[config.mk]
export PLATFORM = sky130hd
export DESIGN_NAME = icache_refill_flat
export DESIGN_NICKNAME = d
export VERILOG_FILES = /design/src/rtl/icache_refill_if.sv /design/src/rtl/icache_refill.sv /design/src/flat_wrapper.sv
export SDC_FILE = /design/constraint.sdc
export NUM_CORES = 2
export LEC_CHECK = 0
export CAP_MARGIN = 20
export CELL_PAD_IN_SITES_DETAIL_PLACEMENT = 0
export CELL_PAD_IN_SITES_GLOBAL_PLACEMENT = 1
export CORE_MARGIN = 4
export CORE_UTILIZATION = 45
export DETAILED_ROUTE_END_ITERATION = 10
export GPL_TIMING_DRIVEN = 0
export PLACE_DENSITY_LB_ADDON = 0.1
export RECOVER_POWER = 25
export SLEW_MARGIN = 40
export SYNTH_ARGS = -nofsm -noshare
export SYNTH_HDL_FRONTEND = slang
export SYNTH_SLANG_ARGS = --single-unit
[constraint.sdc]
create_clock -name clk -period 4.2 [get_ports clk]
set_input_delay 0.42 -clock clk [delete_from_list [all_inputs] [get_ports clk]]
set_output_delay 0.42 -clock clk [all_outputs]
set_load 0.01 [all_outputs]
[src/rtl/icache_refill_if.sv]
// Bus bundle between the IF stage, the instruction cache and the instruction RAM port.
// The cache is the slave; the master side drives requests and returns RAM read data.
interface icache_refill_if #(
    parameter int unsigned ADDR_W = 12
);
    logic              cpu_rd_req;
    logic [31:0]       cpu_addr;
    logic [31:0]       cpu_rdata;
    logic              cpu_stall;
    logic              flush;
    logic [ADDR_W-1:0] mem_addra;
    logic [31:0]       mem_douta;

    modport slave (
        input  cpu_rd_req,
        input  cpu_addr,
        input  flush,
        input  mem_douta,
        output cpu_rdata,
        output cpu_stall,
        output mem_addra
    );

    modport master (
        output cpu_rd_req,
        output cpu_addr,
        output flush,
        output mem_douta,
        input  cpu_rdata,
        input  cpu_stall,
        input  mem_addra
    );
endinterface

[src/rtl/icache_refill.sv]
// Direct-mapped read-only instruction cache with word-by-word line refill from a
// 1-cycle-latency instruction RAM, plus hit/miss counters.
module icache_refill #(
    parameter int unsigned ADDR_W   = 12,
    parameter int unsigned OFFSET_W = 2,
    parameter int unsigned INDEX_W  = 4
) (
    input  logic           clk,
    input  logic           rst,
    icache_refill_if.slave bus,
    output logic [31:0]    hit_cnt,
    output logic [31:0]    miss_cnt
);
    localparam int unsigned LINE_WORDS = 1 << OFFSET_W;
    localparam int unsigned SETS       = 1 << INDEX_W;
    localparam int unsigned TAG_W      = ADDR_W - INDEX_W - OFFSET_W;

    localparam logic [OFFSET_W:0]   CNT_LAST = (OFFSET_W + 1)'(LINE_WORDS);
    localparam logic [OFFSET_W-1:0] OFF_LAST = OFFSET_W'(LINE_WORDS - 1);

    typedef enum logic [0:0] {StIdle, StFill} state_e;

    state_e              state_q;
    logic [OFFSET_W:0]   cnt_q;
    logic [ADDR_W-1:0]   miss_base_q;
    logic [ADDR_W-1:0]   mem_addra_q;
    logic [SETS-1:0]     valid_q;
    logic                pending_flush_q;
    logic [TAG_W-1:0]    tag_q  [SETS];
    logic [31:0]         data_q [SETS][LINE_WORDS];

    logic [ADDR_W-1:0]   word_addr;
    logic [OFFSET_W-1:0] req_off;
    logic [INDEX_W-1:0]  req_idx;
    logic [TAG_W-1:0]    req_tag;
    logic [ADDR_W-1:0]   line_base;
    logic                hit;
    logic                miss;
    logic [INDEX_W-1:0]  fill_idx;
    logic [OFFSET_W-1:0] fill_off;
    logic                fill_wr;
    logic                fill_done;
    logic [OFFSET_W:0]   cnt_inc;
    logic [OFFSET_W-1:0] next_fill_off;
    logic [ADDR_W-1:0]   next_fill_addr;
    logic                unused_addr_bits;

    // Address decode of the current fetch
    always_comb begin
        word_addr = bus.cpu_addr[ADDR_W+1:2];
        req_off   = word_addr[OFFSET_W-1:0];
        req_idx   = word_addr[OFFSET_W +: INDEX_W];
        req_tag   = word_addr[ADDR_W-1 -: TAG_W];
        line_base = {req_tag, req_idx, {OFFSET_W{1'b0}}};
    end

    assign unused_addr_bits = ^{bus.cpu_addr[31:ADDR_W+2], bus.cpu_addr[1:0]};

    always_comb begin
        hit  = (state_q == StIdle) && bus.cpu_rd_req && valid_q[req_idx] &&
               (tag_q[req_idx] == req_tag);
        miss = (state_q == StIdle) && bus.cpu_rd_req && !hit;
    end

    always_comb begin
        bus.cpu_rdata = hit ? data_q[req_idx][req_off] : 32'h0;
        bus.cpu_stall = miss || (state_q == StFill);
        bus.mem_addra = mem_addra_q;
    end

    // Refill bookkeeping; RAM data seen at cnt belongs to the address issued at cnt-1
    always_comb begin
        fill_idx       = miss_base_q[OFFSET_W +: INDEX_W];
        fill_off       = OFFSET_W'(cnt_q - 1'b1);
        fill_wr        = (state_q == StFill) && (cnt_q != '0);
        fill_done      = (state_q == StFill) && (cnt_q == CNT_LAST);
        cnt_inc        = cnt_q + 1'b1;
        next_fill_off  = (cnt_inc >= CNT_LAST) ? OFF_LAST : cnt_inc[OFFSET_W-1:0];
        next_fill_addr = {miss_base_q[ADDR_W-1:OFFSET_W], next_fill_off};
    end

    // Line storage is not reset; valid bits alone guard it
    always_ff @(posedge clk) begin
        if (fill_wr) begin
            data_q[fill_idx][fill_off] <= bus.mem_douta;
        end
        if (fill_done) begin
            tag_q[fill_idx] <= miss_base_q[ADDR_W-1 -: TAG_W];
        end
    end

    always_ff @(posedge clk or negedge rst) begin
        if (!rst) begin
            state_q         <= StIdle;
            cnt_q           <= '0;
            miss_base_q     <= '0;
            mem_addra_q     <= '0;
            valid_q         <= '0;
            pending_flush_q <= 1'b0;
            hit_cnt         <= 32'h0;
            miss_cnt        <= 32'h0;
        end else begin
            case (state_q)
                StIdle: begin
                    if (hit) begin
                        hit_cnt <= hit_cnt + 32'h1;
                    end
                    if (miss) begin
                        miss_base_q      <= line_base;
                        miss_cnt         <= miss_cnt + 32'h1;
                        cnt_q            <= '0;
                        valid_q[req_idx] <= 1'b0;
                        mem_addra_q      <= line_base;
                        state_q          <= StFill;
                    end else begin
                        mem_addra_q <= word_addr;
                    end
                    if (bus.flush) begin
                        valid_q <= '0;
                    end
                end
                StFill: begin
                    if (bus.flush) begin
                        pending_flush_q <= 1'b1;
                    end
                    if (cnt_q == CNT_LAST) begin
                        // A flush seen at any point of the refill also kills the new line
                        if (pending_flush_q || bus.flush) begin
                            valid_q <= '0;
                        end else begin
                            valid_q[fill_idx] <= 1'b1;
                        end
                        pending_flush_q <= 1'b0;
                        mem_addra_q     <= word_addr;
                        state_q         <= StIdle;
                    end else begin
                        cnt_q       <= cnt_inc;
                        mem_addra_q <= next_fill_addr;
                    end
                end
                default: begin
                    state_q <= StIdle;
                end
            endcase
        end
    end
endmodule
[src/flat_wrapper.sv]
// flat-port wrapper written by rule: the top's interface ports become plain ports
module icache_refill_flat 
#(
    parameter int unsigned ADDR_W   = 12,
    parameter int unsigned OFFSET_W = 2,
    parameter int unsigned INDEX_W  = 4
)
  (clk, rst, hit_cnt, miss_cnt, bus_cpu_rd_req, bus_cpu_addr, bus_flush, bus_mem_douta, bus_cpu_rdata, bus_cpu_stall, bus_mem_addra);
  icache_refill_if #(.ADDR_W(ADDR_W)) bus_i ();
  input  logic clk;
  input  logic rst;
  output logic [31:0] hit_cnt;
  output logic [31:0] miss_cnt;
  input wire logic [$bits(bus_i.cpu_rd_req)-1:0] bus_cpu_rd_req;
  input wire logic [$bits(bus_i.cpu_addr)-1:0] bus_cpu_addr;
  input wire logic [$bits(bus_i.flush)-1:0] bus_flush;
  input wire logic [$bits(bus_i.mem_douta)-1:0] bus_mem_douta;
  output wire logic [$bits(bus_i.cpu_rdata)-1:0] bus_cpu_rdata;
  output wire logic [$bits(bus_i.cpu_stall)-1:0] bus_cpu_stall;
  output wire logic [$bits(bus_i.mem_addra)-1:0] bus_mem_addra;
  assign bus_i.cpu_rd_req = bus_cpu_rd_req;
  assign bus_i.cpu_addr = bus_cpu_addr;
  assign bus_i.flush = bus_flush;
  assign bus_i.mem_douta = bus_mem_douta;
  assign bus_cpu_rdata = bus_i.cpu_rdata;
  assign bus_cpu_stall = bus_i.cpu_stall;
  assign bus_mem_addra = bus_i.mem_addra;
  icache_refill #(.ADDR_W(ADDR_W), .OFFSET_W(OFFSET_W), .INDEX_W(INDEX_W)) u_core (.clk(clk), .rst(rst), .bus(bus_i), .hit_cnt(hit_cnt), .miss_cnt(miss_cnt));
endmodule
==> reports/results.ini <==
[run]
drv.max_cap_violation_count=26

[global_route]
antenna_found_initial=16
grt_pass1_wl_um=339000
first_global_vias=42100
track_usage=0.245
grt_overflow=0
grt_start_max_net_pins=63

[timing]
finClkSkew_ns=0.0331
max_freq_mhz=240
fin_crit_ns=4.17
hold_violations=0
fin_ws_ns=0.0324
finalSetupViolCount=0
setup_tns_ns=0
tightest_slew_ns=2.85
timing.final.crit_share=0.992
slew_violations=1244
relSlewSlack=-0.900

[power]
power_leakage_nw=33.8
p_int_mw=39.1
p_per_area_nw_per_um2=488
pwr-share-seq=0.506
clock_power_share=0.397
comb_power_share=0.096
peakVddDrop_v=0.000410
switchingPower_mw=12.0
p_sw_frac=0.234

[detailed_routing]
drc=0
totalWireLength_um=242000
drt_iter0_drc=5043
via_per_inst=5.97
drt_pass1_iterations=5
ant_nets=0
vias=41900
wl_per_cell_um=34.6

[yosys]
synth_area_um2=86900
synth.mux.area_fraction=0.184
ys_ff_latch=2251
syn_inst=3670
synthAdderAreaFrac=0.00101
synth_edf_count=2144
synth_top_family_by_area=multiplexers
synth-seq-area-share=0.771
yosys.area_share.simple=0.0203
synth_ff_type=edfxtp_1
synth-warning-count=0
synth_compound_area_frac=0.00499
avgSynthCellArea_um2=23.7
synth_async_sr_flop_share=0.0475
yosysUniqueCellTypes=50
synth_nets=3745
synthXorXnorAreaFrac=0.00725

[final_layout]
mostFrequentLayoutCells=edfxtp_1 (2144), mux4_2 (698), clkbuf_16 (234)
multi_input_area_um2=19600
final_net_count=4360
syn2layout_area_growth_pct=20.5
drive_above_1_share=0.332
regArea_um2=67100
fillerInstances=14500
layout_commonest_cell=edfxtp_1

[die]
num_rows=161
core-area_um2=192000
fp.dieW_um=448
dieArea_um2=200000
boundaryPins=177
initial_core_util=0.452
die_h_um=448

[cts]
clk_pin_slew_ns=0.06
htree_levels=4
cts_made_buffers=228
root_buffer=clkbuf_16
clk_latency_ns=0.86
cts_tree=built
numClockSinks=2251
clockBufferDepth=3

[critical_path]
path_class=input pin to primary output
crit_path_end_kind=primary output
crit_fanout=10
cp.required_ns=3.78
rr_startpoint=u_core.cnt_q[0]
startpoint=bus_cpu_addr[5]
cp-start-kind=input pin
critical_path_arrival_ns=3.75

[place]
dpl.hpwl_um=169000
preCtsSetupSlack_ns=-2.17
placement.io_buffers=150
gp_congestion=0.777

[min_path]
hold_class=input pin to flip-flop
hp-start=bus_cpu_addr[12]

[run_status]
status=finished, violations left
violations=max-capacitance violations, max-slew violations

final timing paths:
check                                                 to  slack [ns]  cells after the start
worst max-delay path                   bus_cpu_rdata[23]        0.03                     10
worst min-delay path            u_core.bus.mem_addra[10]        0.33                      3
worst max register to register     u_core.data_q[13][74]        0.64                      9
worst min register to register        u_core.hit_cnt[31]        0.47                      1
max in group asynchronous          u_core.miss_base_q[2]        1.53                      2
min in group asynchronous             u_core.hit_cnt[29]        1.05                      2
routing by layer:
metal / up-vias / GRT usage / share of wire
li1: 17000 / - / -
met5: - / 0 / 0.000054
met3: 314 / 0.0425 / 0.068
met2: 1534 / 0.390 / 0.48
met1: 23000 / 0.353 / 0.42
met4: 2 / 0.0664 / 0.027
power by group through the flow:
stage / logic [mW] / clock network [mW] / registers, mW
finish: 4.92 / 20.3 / 25.9
global route: 5.15 / 21.6 / 25.9
CTS: 5.00 / 20.7 / 25.8
detailed placement: 4.82 / 0 / 26.3
global placement: 4.20 / 0 / 26.4
floorplan: 2.12 / 0 / 26.3
flip-flops by register name, indices dropped and copies added (netlist names):
| signal | cells |
|---|---|
| u_core.cnt_q | 3 |
| u_core.miss_base_q | 10 |
| u_core.hit_cnt | 32 |
| u_core.miss_cnt | 32 |
| u_core.valid_q | 16 |
| u_core.state_q | 1 |
| u_core.tag_q | 96 |
| u_core.data_q | 2048 |
| u_core.pending_flush_q | 1 |
| u_core.bus.mem_addra | 12 |
timing repair:
item                                   CTS  global route
hold buffers                            35             0
pin swaps                                2             0
endpoints found under the hold margin  600             0
setup endpoints to repair               33            25
setup buffers                            9             4
cloned                                   2             0
resized for setup                      326            39
worst max-delay path: stages:
cell	delay, ns
buf_6	0.16
buf_12	0.19
buf_16	0.20
clkbuf_16	0.21
clkbuf_4	0.33
mux4_2	0.36
mux4_2	0.58
mux4_2	0.57
nor2b_4	0.18
clkdlybuf4s50_1	0.49
kinds of logic (layout without fill, tap and decap cells):
| kind of cell | after synthesis | count (layout) |
|---|---|---|
| other cells | 0 | 7 |
| buf+inv | 208 | 1020 |
| fa+ha+maj | 7 | 7 |
| mux | 723 | 723 |
| xor+xnor | 72 | 72 |
| flops | 2251 | 2251 |
| simple gates | 350 | 350 |
| compound gates | 59 | 59 |
cell type report:
class                   count  share of cell area
flip-flops and latches   2251               0.640
multi-input cells        1211               0.187
clock buffers             277              0.0568
repair buffers            385              0.0525
well taps                2526              0.0302
plain buffers             196              0.0190
clock inverters           150              0.0141
inverters                  12            0.000430
diodes                      7            0.000167
cell usage after synthesis (all sizes together), types with 10 or more instances:
| master | number | area share |
|---|---|---|
| nor2b | 41 | 0.0030 |
| clkbuf | 87 | 0.0038 |
| mux2i | 12 | 0.0014 |
| and3 | 10 | 0.00072 |
| nand3 | 41 | 0.0026 |
| mux2 | 13 | 0.0017 |
| nand4 | 24 | 0.0017 |
| dfrtp | 107 | 0.031 |
| a21oi | 13 | 0.00075 |
| xnor2 | 42 | 0.0042 |
| nor4 | 16 | 0.0016 |
| inv | 12 | 0.00052 |
| a31oi | 10 | 0.00072 |
| nand2 | 75 | 0.0032 |
| mux4 | 698 | 0.18 |
| buf | 109 | 0.0070 |
| nor3 | 17 | 0.00098 |
| xor2 | 30 | 0.0030 |
| edfxtp | 2144 | 0.74 |
| nor2 | 99 | 0.0043 |
metrics by stage:
stage	hold slack, ns	power [mW]	cell area, um^2	instances	utilization
floorplan	0.124	28.4	86900	3670	-
global route	0.296	52.7	105000	7009	0.545
detailed placement	0.350	31.1	96100	6531	0.500
CTS	0.0230	51.5	105000	7004	0.546
global placement	0.460	30.6	91600	6346	0.476
finish	0.330	51.1	105000	7015	0.545
No activity file was read; power rests on OpenSTA's default activity.
